===== config.mk =====
export PLATFORM = sky130hd
export DESIGN_NAME = rst_seq
export DESIGN_NICKNAME = d
export VERILOG_FILES = /design/src/rtl/rst_seq.sv
export SDC_FILE = /design/constraint.sdc
export NUM_CORES = 1
export LEC_CHECK = 0
export CELL_PAD_IN_SITES_DETAIL_PLACEMENT = 1
export CELL_PAD_IN_SITES_GLOBAL_PLACEMENT = 2
export CORE_MARGIN = 1.5
export CORE_UTILIZATION = 30
export DETAILED_ROUTE_END_ITERATION = 10
export PLACE_DENSITY_LB_ADDON = 0.1
export SLEW_MARGIN = 40
export SYNTH_ARGS = -nofsm -noshare
export SYNTH_HDL_FRONTEND = slang
export SYNTH_SLANG_ARGS = --single-unit

===== constraint.sdc =====
create_clock -name CLK -period 2.1 [get_ports CLK]
set_clock_uncertainty 0.05 [all_clocks]
set_input_delay 0.42 -clock CLK [delete_from_list [all_inputs] [get_ports CLK]]
set_output_delay 0.42 -clock CLK [all_outputs]
set_load 0.005 [all_outputs]

===== src/rtl/rst_seq.sv =====
// ---------------------------------------------------------------------------
// rst_seq -- reset release sequencer
//
// Holds NUM_CH active-low reset outputs low while the system reset is
// asserted. After reset is removed it waits NUM_STAGES cycles, then releases
// the channels one at a time in ascending index order, GAP_CYCLES apart.
// Once every channel is released the block sits in RUN with RST_DONE high.
//
// Optional feature macro: RST_SEQ_SW_RST_EN
//   When defined, each channel gets a software reset pulse. In RUN, a sampled
//   SW_RST_REQ[i]=1 drives SYNC_RST[i] low for PULSE_CYCLES cycles, and a
//   request during an active pulse restarts its count.
//   When undefined, SW_RST_REQ is ignored and SYNC_RST stays all ones in RUN.
//
// Ports:
//   CLK         in   1       clock, rising edge
//   RST         in   1       synchronous active-low reset
//   SW_RST_REQ  in   NUM_CH  per-channel software reset request (level)
//   SYNC_RST    out  NUM_CH  per-channel active-low reset, registered
//   RST_DONE    out  1       high once the sequence has finished (RUN)
//   state_dbg   out  2       current FSM state (HOLD=0, STRETCH=1,
//                            RELEASE=2, RUN=3), for observation only
//
// There is no valid/ready handshake: SW_RST_REQ is a plain level sampled on
// every rising edge and has no acknowledge.
// ---------------------------------------------------------------------------
module rst_seq #(
  parameter int NUM_CH       = 3,
  parameter int NUM_STAGES   = 4,
  parameter int GAP_CYCLES   = 2,
  parameter int PULSE_CYCLES = 3
) (
  input  logic              CLK,
  input  logic              RST,
  input  logic [NUM_CH-1:0] SW_RST_REQ,
  output logic [NUM_CH-1:0] SYNC_RST,
  output logic              RST_DONE,
  output logic [1:0]        state_dbg
);

  // Counter widths sized to hold their terminal value; always at least 1 bit.
  localparam int SW = $clog2(NUM_STAGES + 1);
  localparam int GW = $clog2(GAP_CYCLES + 1);
  localparam int IW = (NUM_CH > 1) ? $clog2(NUM_CH) : 1;

  typedef enum logic [1:0] {
    HOLD    = 2'd0,
    STRETCH = 2'd1,
    RELEASE = 2'd2,
    RUN     = 2'd3
  } state_t;

  state_t            state;
  logic [SW-1:0]     stage_cnt;
  logic [GW-1:0]     gap_cnt;
  logic [IW-1:0]     ch_idx;     // next channel to release
  logic [NUM_CH-1:0] sync_q;
  logic              done_q;

`ifdef RST_SEQ_SW_RST_EN
  localparam int PW = $clog2(PULSE_CYCLES + 1);
  // Remaining low cycles of each channel's software pulse; zero means idle.
  logic [PW-1:0] pulse_cnt [NUM_CH];
`else
  // Requests have no effect in this build; fold them so they count as used.
  logic unused_sw_req;
  assign unused_sw_req = ^SW_RST_REQ;
`endif

  always_ff @(posedge CLK) begin
    if (!RST) begin
      state     <= HOLD;
      stage_cnt <= '0;
      gap_cnt   <= '0;
      ch_idx    <= '0;
      sync_q    <= '0;
      done_q    <= 1'b0;
`ifdef RST_SEQ_SW_RST_EN
      for (int i = 0; i < NUM_CH; i++) pulse_cnt[i] <= '0;
`endif
    end else begin
      case (state)
        // First edge with reset removed (e0): start the stretch count.
        HOLD: begin
          state     <= STRETCH;
          stage_cnt <= '0;
          gap_cnt   <= '0;
          ch_idx    <= '0;
          sync_q    <= '0;
          done_q    <= 1'b0;
        end

        // Channel 0 goes high on edge e0+NUM_STAGES, i.e. when the count
        // started at e0 reaches NUM_STAGES-1.
        STRETCH: begin
          if (stage_cnt == SW'(NUM_STAGES - 1)) begin
            stage_cnt <= '0;
            sync_q[0] <= 1'b1;
            gap_cnt   <= '0;
            if (NUM_CH == 1) begin
              state  <= RUN;
              done_q <= 1'b1;
            end else begin
              state  <= RELEASE;
              ch_idx <= IW'(1);
            end
          end else begin
            stage_cnt <= stage_cnt + 1'b1;
          end
        end

        // One release every GAP_CYCLES edges; the last one enters RUN.
        RELEASE: begin
          if (gap_cnt == GW'(GAP_CYCLES - 1)) begin
            gap_cnt <= '0;
            for (int i = 0; i < NUM_CH; i++) begin
              if (ch_idx == IW'(i)) sync_q[i] <= 1'b1;
            end
            if (ch_idx == IW'(NUM_CH - 1)) begin
              state  <= RUN;
              done_q <= 1'b1;
            end else begin
              ch_idx <= ch_idx + 1'b1;
            end
          end else begin
            gap_cnt <= gap_cnt + 1'b1;
          end
        end

        RUN: begin
          done_q <= 1'b1;
`ifdef RST_SEQ_SW_RST_EN
          // A request always (re)loads the full pulse length, which both
          // starts a new pulse and extends an active one.
          for (int i = 0; i < NUM_CH; i++) begin
            if (SW_RST_REQ[i]) begin
              pulse_cnt[i] <= PW'(PULSE_CYCLES);
              sync_q[i]    <= 1'b0;
            end else if (pulse_cnt[i] != '0) begin
              pulse_cnt[i] <= pulse_cnt[i] - 1'b1;
              if (pulse_cnt[i] == PW'(1)) sync_q[i] <= 1'b1;
            end
          end
`else
          sync_q <= '1;
`endif
        end

        default: begin
          state <= HOLD;
        end
      endcase
    end
  end

  assign SYNC_RST  = sync_q;
  assign RST_DONE  = done_q;
  assign state_dbg = state;

endmodule

==> impl_metrics.tcl <==
set metrics [dict create \
    status "completed" \
    io_pins 11 \
    synth_edf_count 0 \
    cts_setup_buffers 0 \
    r2r_slack_ns 0.28 \
    cts_resized 0 \
    synthFlopType "dfxtp_1" \
    drc 0 \
    wirelength_um 1393 \
    start_kind "flip-flop" \
    synth_cells 78 \
    cp_common_cell "a21oi_1" \
    grt_first_pass_wirelength_um 2297 \
    critical_path_arrival_ns 1.95 \
    numClockSinks 12 \
    max_stage_delay_ns 0.44 \
    syn_to_final_growth_pct 16.30 \
    gp_congestion 0.6563 \
    synth_seq_cells 12 \
    async_flop_share_pct 0 \
    nets 102 \
    placement.io_buffers 7 \
    clkSlewWorstSetupHoldPaths_ns 0.07 \
    relSlewSlack_pct 71.67 \
    power_density_nw_per_um2 1157 \
    worst-r2r-cell-count 6 \
    placed_cell_area_um2 772.0 \
    irDropWorstVdd_mv 0.4158 \
    wl_per_cell_um 12.33 \
    num_vias 570 \
    clk_latency_ns 0.27 \
    crit_chain "inv_1 -> ha_1 -> and2b_2 -> a21oi_1 -> a21oi_1 -> a311oi_1" \
    hold_class "reg2reg" \
    end_kind "flip-flop" \
    synth_top_cell_by_area "dfxtp_1" \
    report.final.hold_viol_count 0 \
    hold-worst-slack_ns 0.3952 \
    rsz0062_at_grt "false" \
    crit_path_top_delay_cell "dfxtp_1" \
    htree_levels 1 \
    finalCriticalPeriod_ns 1.818 \
    max-cap-violations 0 \
    viasPerCell 5.044 \
    drt_iter0_drc 9 \
    holdPathStages 2 \
    diodes 0 \
    synth.net_count 93 \
    power_leakage_nw 0.3262 \
    finalSetupViolations 0 \
    yosysSeqAreaShare_pct 35.16 \
    die_y_um 50.72 \
    antenna_left 0 \
    p_total_w 0.0009191 \
    hold_buffers 0 \
    cts_tree "yes" \
    clk_path_buf_depth 2 \
    yosys_warnings 0 \
    hpwlAfterDp_um 1068 \
    setup_tns_ns 0 \
    design_area_um2 794.5 \
    synthTopCellsByArea "dfxtp_1 (35%), ha_1 (18%), a21oi_1 (5.9%)" \
    numCtsBuffers 3 \
    holdCritStartpoint "gap_cnt[1]" \
    worst_pin_slew_ns 0.4249 \
    grt_pass1_vias 482 \
    worstPathRequired_ns 2.23 \
    dieArea_um2 2573 \
    crit_type "reg2reg" \
    finalCritPeriodShare_pct 86.59 \
    pre_cts_ws_ns 0.3069 \
    critical_path_buf_inv_count 1 \
    die_w_um 50.72 \
    syn-cell-area_um2 683.2 \
    cts_root_buf "clkbuf_4" \
    setup_ws_ns 0.2816 \
    fmax_mhz 549.9 \
    hold_end "gap_cnt[1]" \
    synth.distinct_cells 27 \
    grt_usage_pct 12.55 \
    syn_avg_cell_area_um2 8.758 \
    grt_start_max_net_pins 10 \
    cp_top_family "compound AO/OA/AOI/OAI gates" \
    crit_start "state_dbg[0]" \
    synth_top_area_share_pct 35.16 \
    ys_top_cells_by_count "dfxtp_1 (12), ha_1 (10), a21oi_1 (8), inv_1 (8), nand2_1 (7)" \
    maxSlewViolCount 0 \
    critPathMaxFanout 6 \
    dr.pass1.iters 4 \
    start_util_pct 31.18 \
    r2r_end "state_dbg[0]" \
    yosysMostFrequentCell "dfxtp_1" \
    core.rowCount 17 \
    drive_gt1_share_pct 7.059 \
    core_region_area_um2 2191 \
    grt_overflow 0 \
    antenna_found_initial 0 \
    rr_startpoint "state_dbg[0]" \
]
report_power, final:
group	total (W)	switching [W]	internal [W]	leakage, nW
clock network	0.000140	0.0000735	0.0000662	0.0138
registers	0.000331	0.0000478	0.000283	0.0980
logic	0.000449	0.000233	0.000216	0.214
total	0.000919	0.000354	0.000565	0.326
placed cells by master, fill, tap and decap left out, drive strengths merged:
| cell | instances |
|---|---|
| nor2 | 3 |
| nor3 | 3 |
| or3 | 1 |
| ha | 10 |
| nand2b | 4 |
| a31oi | 1 |
| clkdlybuf4s50 | 7 |
| nand4 | 1 |
| nand2 | 7 |
| a222oi | 1 |
| and2b | 1 |
| nand3 | 1 |
| nor3b | 1 |
| dfxtp | 12 |
| o21ai | 1 |
| a21oi | 9 |
| inv | 8 |
| a211oi | 1 |
| nor4 | 1 |
| a311oi | 1 |
| or2 | 1 |
| and3 | 1 |
| clkbuf | 3 |
| nand3b | 2 |
| mux2i | 4 |
worst min-delay path: cells and delay by family (launching register included):
kind,cells,cell delay [ns]
flip-flops,1,0.32
AND/OR/NAND/NOR,1,0.05
AO/OA/AOI/OAI,1,0.03
state kept, by name, indices dropped and copies added (netlist names):
register and count:
SYNC_RST 3, ch_idx 2, state_dbg 2, stage_cnt 3
gap_cnt 2
cells by family (layout without fill, tap and decap cells):
| group | count (synthesis) | after routing | share of synthesized area, % |
|---|---|---|---|
| compound gates | 14 | 14 | 12.64 |
| simple gates | 27 | 27 | 21.25 |
| mux | 4 | 4 | 5.861 |
| fa+ha+maj | 10 | 10 | 18.32 |
| flops | 12 | 12 | 35.16 |
| buf+inv | 11 | 18 | 6.776 |
per-layer routing:
layer,GRT usage (%),wire [um],share of wire [%],vias up
met4,8.108,14,1.0,0
li1,-,-,-,282
met1,17.03,693,50,273
met2,17.76,620,45,13
met5,0,0,0,-
met3,2.679,65,4.7,2
area by class of cell:
cell class	instances	area [um^2]
sequential	12	240.2
multi-input combinational	55	396.6
tap	28	35.03
timing repair buffer	7	70.07
fill	269	1396
inverter	8	30.03
clock buffer	3	22.52
metrics by stage:
step	util, %	cells
floorplan	-	78
global placement	35.24	110
detailed placement	35.24	110
CTS	36.27	113
global route	36.27	113
finish	36.27	113
worst max-delay path by stage:
stage               cells after the start      endpoint
floorplan                               6  state_dbg[0]
CTS                                     6  state_dbg[0]
global route                            6  state_dbg[0]
finish                                  6  state_dbg[0]
global placement                        6  state_dbg[0]
detailed placement                      6  state_dbg[0]
Note: power is estimated with default switching activity, not from simulation.
==> RTL change, RTL diff (same flow settings) <==
Set the parameter `NUM_CH` to 6 (it was 3).
--- a/src/rtl/rst_seq.sv
+++ b/src/rtl/rst_seq.sv
@@ -26,5 +26,5 @@
 // ---------------------------------------------------------------------------
 module rst_seq #(
-  parameter int NUM_CH       = 3,
+  parameter int NUM_CH       = 6,
   parameter int NUM_STAGES   = 4,
   parameter int GAP_CYCLES   = 2,
Ports: changed (resized SW_RST_REQ and SYNC_RST); port bits go from 11 to 17. The function was not compared with the original's and may differ.
==> RTL change against the original RTL <==
The run now ends with design-rule violations left; die area rose by 31%; critical path depth fell by 5; sequential cell count rose by 4; cell area rose by 35%; routed wire length rose by 38%; global-route usage rose by 0.79 points; non-clock buffer count rose by 4; worst setup slack improved by 0.048 ns; total power rose by 37%; combinational power rose by 35%; first-iteration DRC count rose by 11%; final cell count rose by 25%; synthesized area rose by 34%.
==> RTL change: results (changes against the original RTL) <==
{| class="wikitable"
! Metric !! Value
|-
| Number of filler cells placed in the layout || 335 (+25%)
|-
| Total routed wirelength || 1.92 mm (+38%)
|-
| Status || complete, but fails checks
|-
| Number of violations reported at the end of detailed-routing iteration 0 || 10 (+1)
|-
| Setup slack, reg-to-reg || 0.44 ns (+0.16 ns)
|-
| Total global-route track usage || 13.3% (+0.79 points)
|-
| Worst VDD drop || 0.392 mV (-5.8%)
|-
| CP peak stage delay || 0.55 ns (+0.11 ns)
|-
| Vias in the first global route || 702 (+46%)
|-
| Insertion delay of the later-clocked pin in the worst-skew pair || 0.30 ns (+0.03 ns)
|-
| RR Endpoint || SYNC_RST[0]
|-
| Number of different library cells in the post-synthesis netlist || 28 (+3.7%)
|-
| Startpoint of the worst hold path || SYNC_RST[3]
|-
| DRC violation count after routing || 1 (+1)
|-
| Synth Net Count || 120 (+29%)
|-
| DP Worst Slack || 0.426 ns (+0.119 ns)
|-
| Pin count of the biggest net entering global routing || 11 (+1)
|-
| Startpoint of the worst register-to-register path || state_dbg[1]
|-
| Post-DR vias/cell || 4.99 (-1.0%)
|-
| Kind of cell adding the most delay to the critical path || buffers and inverters
|-
| Length of the first detailed-routing pass in iterations || 7 (+3)
|-
| Violations in the final reports || design-rule violations
|-
| Leading post-synthesis cells by instance count || 16 x dfxtp_1, 13 x ha_1, 11 x nand2_1
|-
| Final-layout worst hold slack || 0.400 ns (+0.00463 ns)
|-
| Leak Pwr || 0.000450 uW (+38%)
|}
RTL change: cell types whose count changed in the layout (fill, tap and decap cells not counted), moves of 2 or more:
cell	before	now
a21o_1	0	2
a21oi_1	8	6
and3_1	1	3
clkdlybuf4s50_1	7	10
dfxtp_1	12	16
ha_1	10	13
mux2i_1	4	6
nand2_1	7	11
nand3_2	0	2
nor2_1	3	5
nor3_1	3	0
o21ai_0	1	5
RTL change: final cells by class:
type                    instances  area [sq um]  share of cell area [%]
inverters                       8          30.0                    2.80
repair buffers                 11           108                    10.0
flip-flops and latches         16           320                    29.9
multi-input cells              71           538                    50.2
clock buffers                   4          36.3                    3.39
well taps                      31          38.8                    3.62
RTL change: power by group:
group	total (uW)	leakage [uW]	internal, uW	switching (uW)
Clock	213	0.0000210	106	107
Sequential	446	0.000131	384	62.5
Combinational	604	0.000298	306	299
RTL change: worst max path at each step:
stage                       from      endpoint  slack, ns  cells after the start
floorplan           state_dbg[0]   SYNC_RST[1]       0.64                      5
global placement    state_dbg[1]   SYNC_RST[0]       0.45                      5
detailed placement  state_dbg[1]   SYNC_RST[0]       0.43                      5
CTS                 state_dbg[0]  state_dbg[0]       0.32                      1
global route        state_dbg[1]  state_dbg[1]       0.24                      1
finish              state_dbg[0]  state_dbg[0]       0.33                      1
RTL change: cell families after synthesis:
kind of cell,Yosys count,synth area share [%]
buffers and inverters,12,5.90
multiplexers,6,6.58
flip-flops,16,35.1
AO/OA/AOI/OAI,19,14.5
AND/OR/NAND/NOR,33,20.0
adder cells (fa/ha/maj),13,17.8
RTL change: per-layer routing:
metal / share of wire [%] / track usage (%)
met5: 0 / 0
met4: 2.3 / 7.97
met3: 2.4 / 2.68
met2: 43 / 18.8
met1: 52 / 18.6
RTL change: metrics by stage:
step,instance area (sq um),instances
after floorplan,912,99
after global placement,1030,137
after detailed placement,1030,137
after CTS,1070,141
after global routing,1070,141
final,1070,141
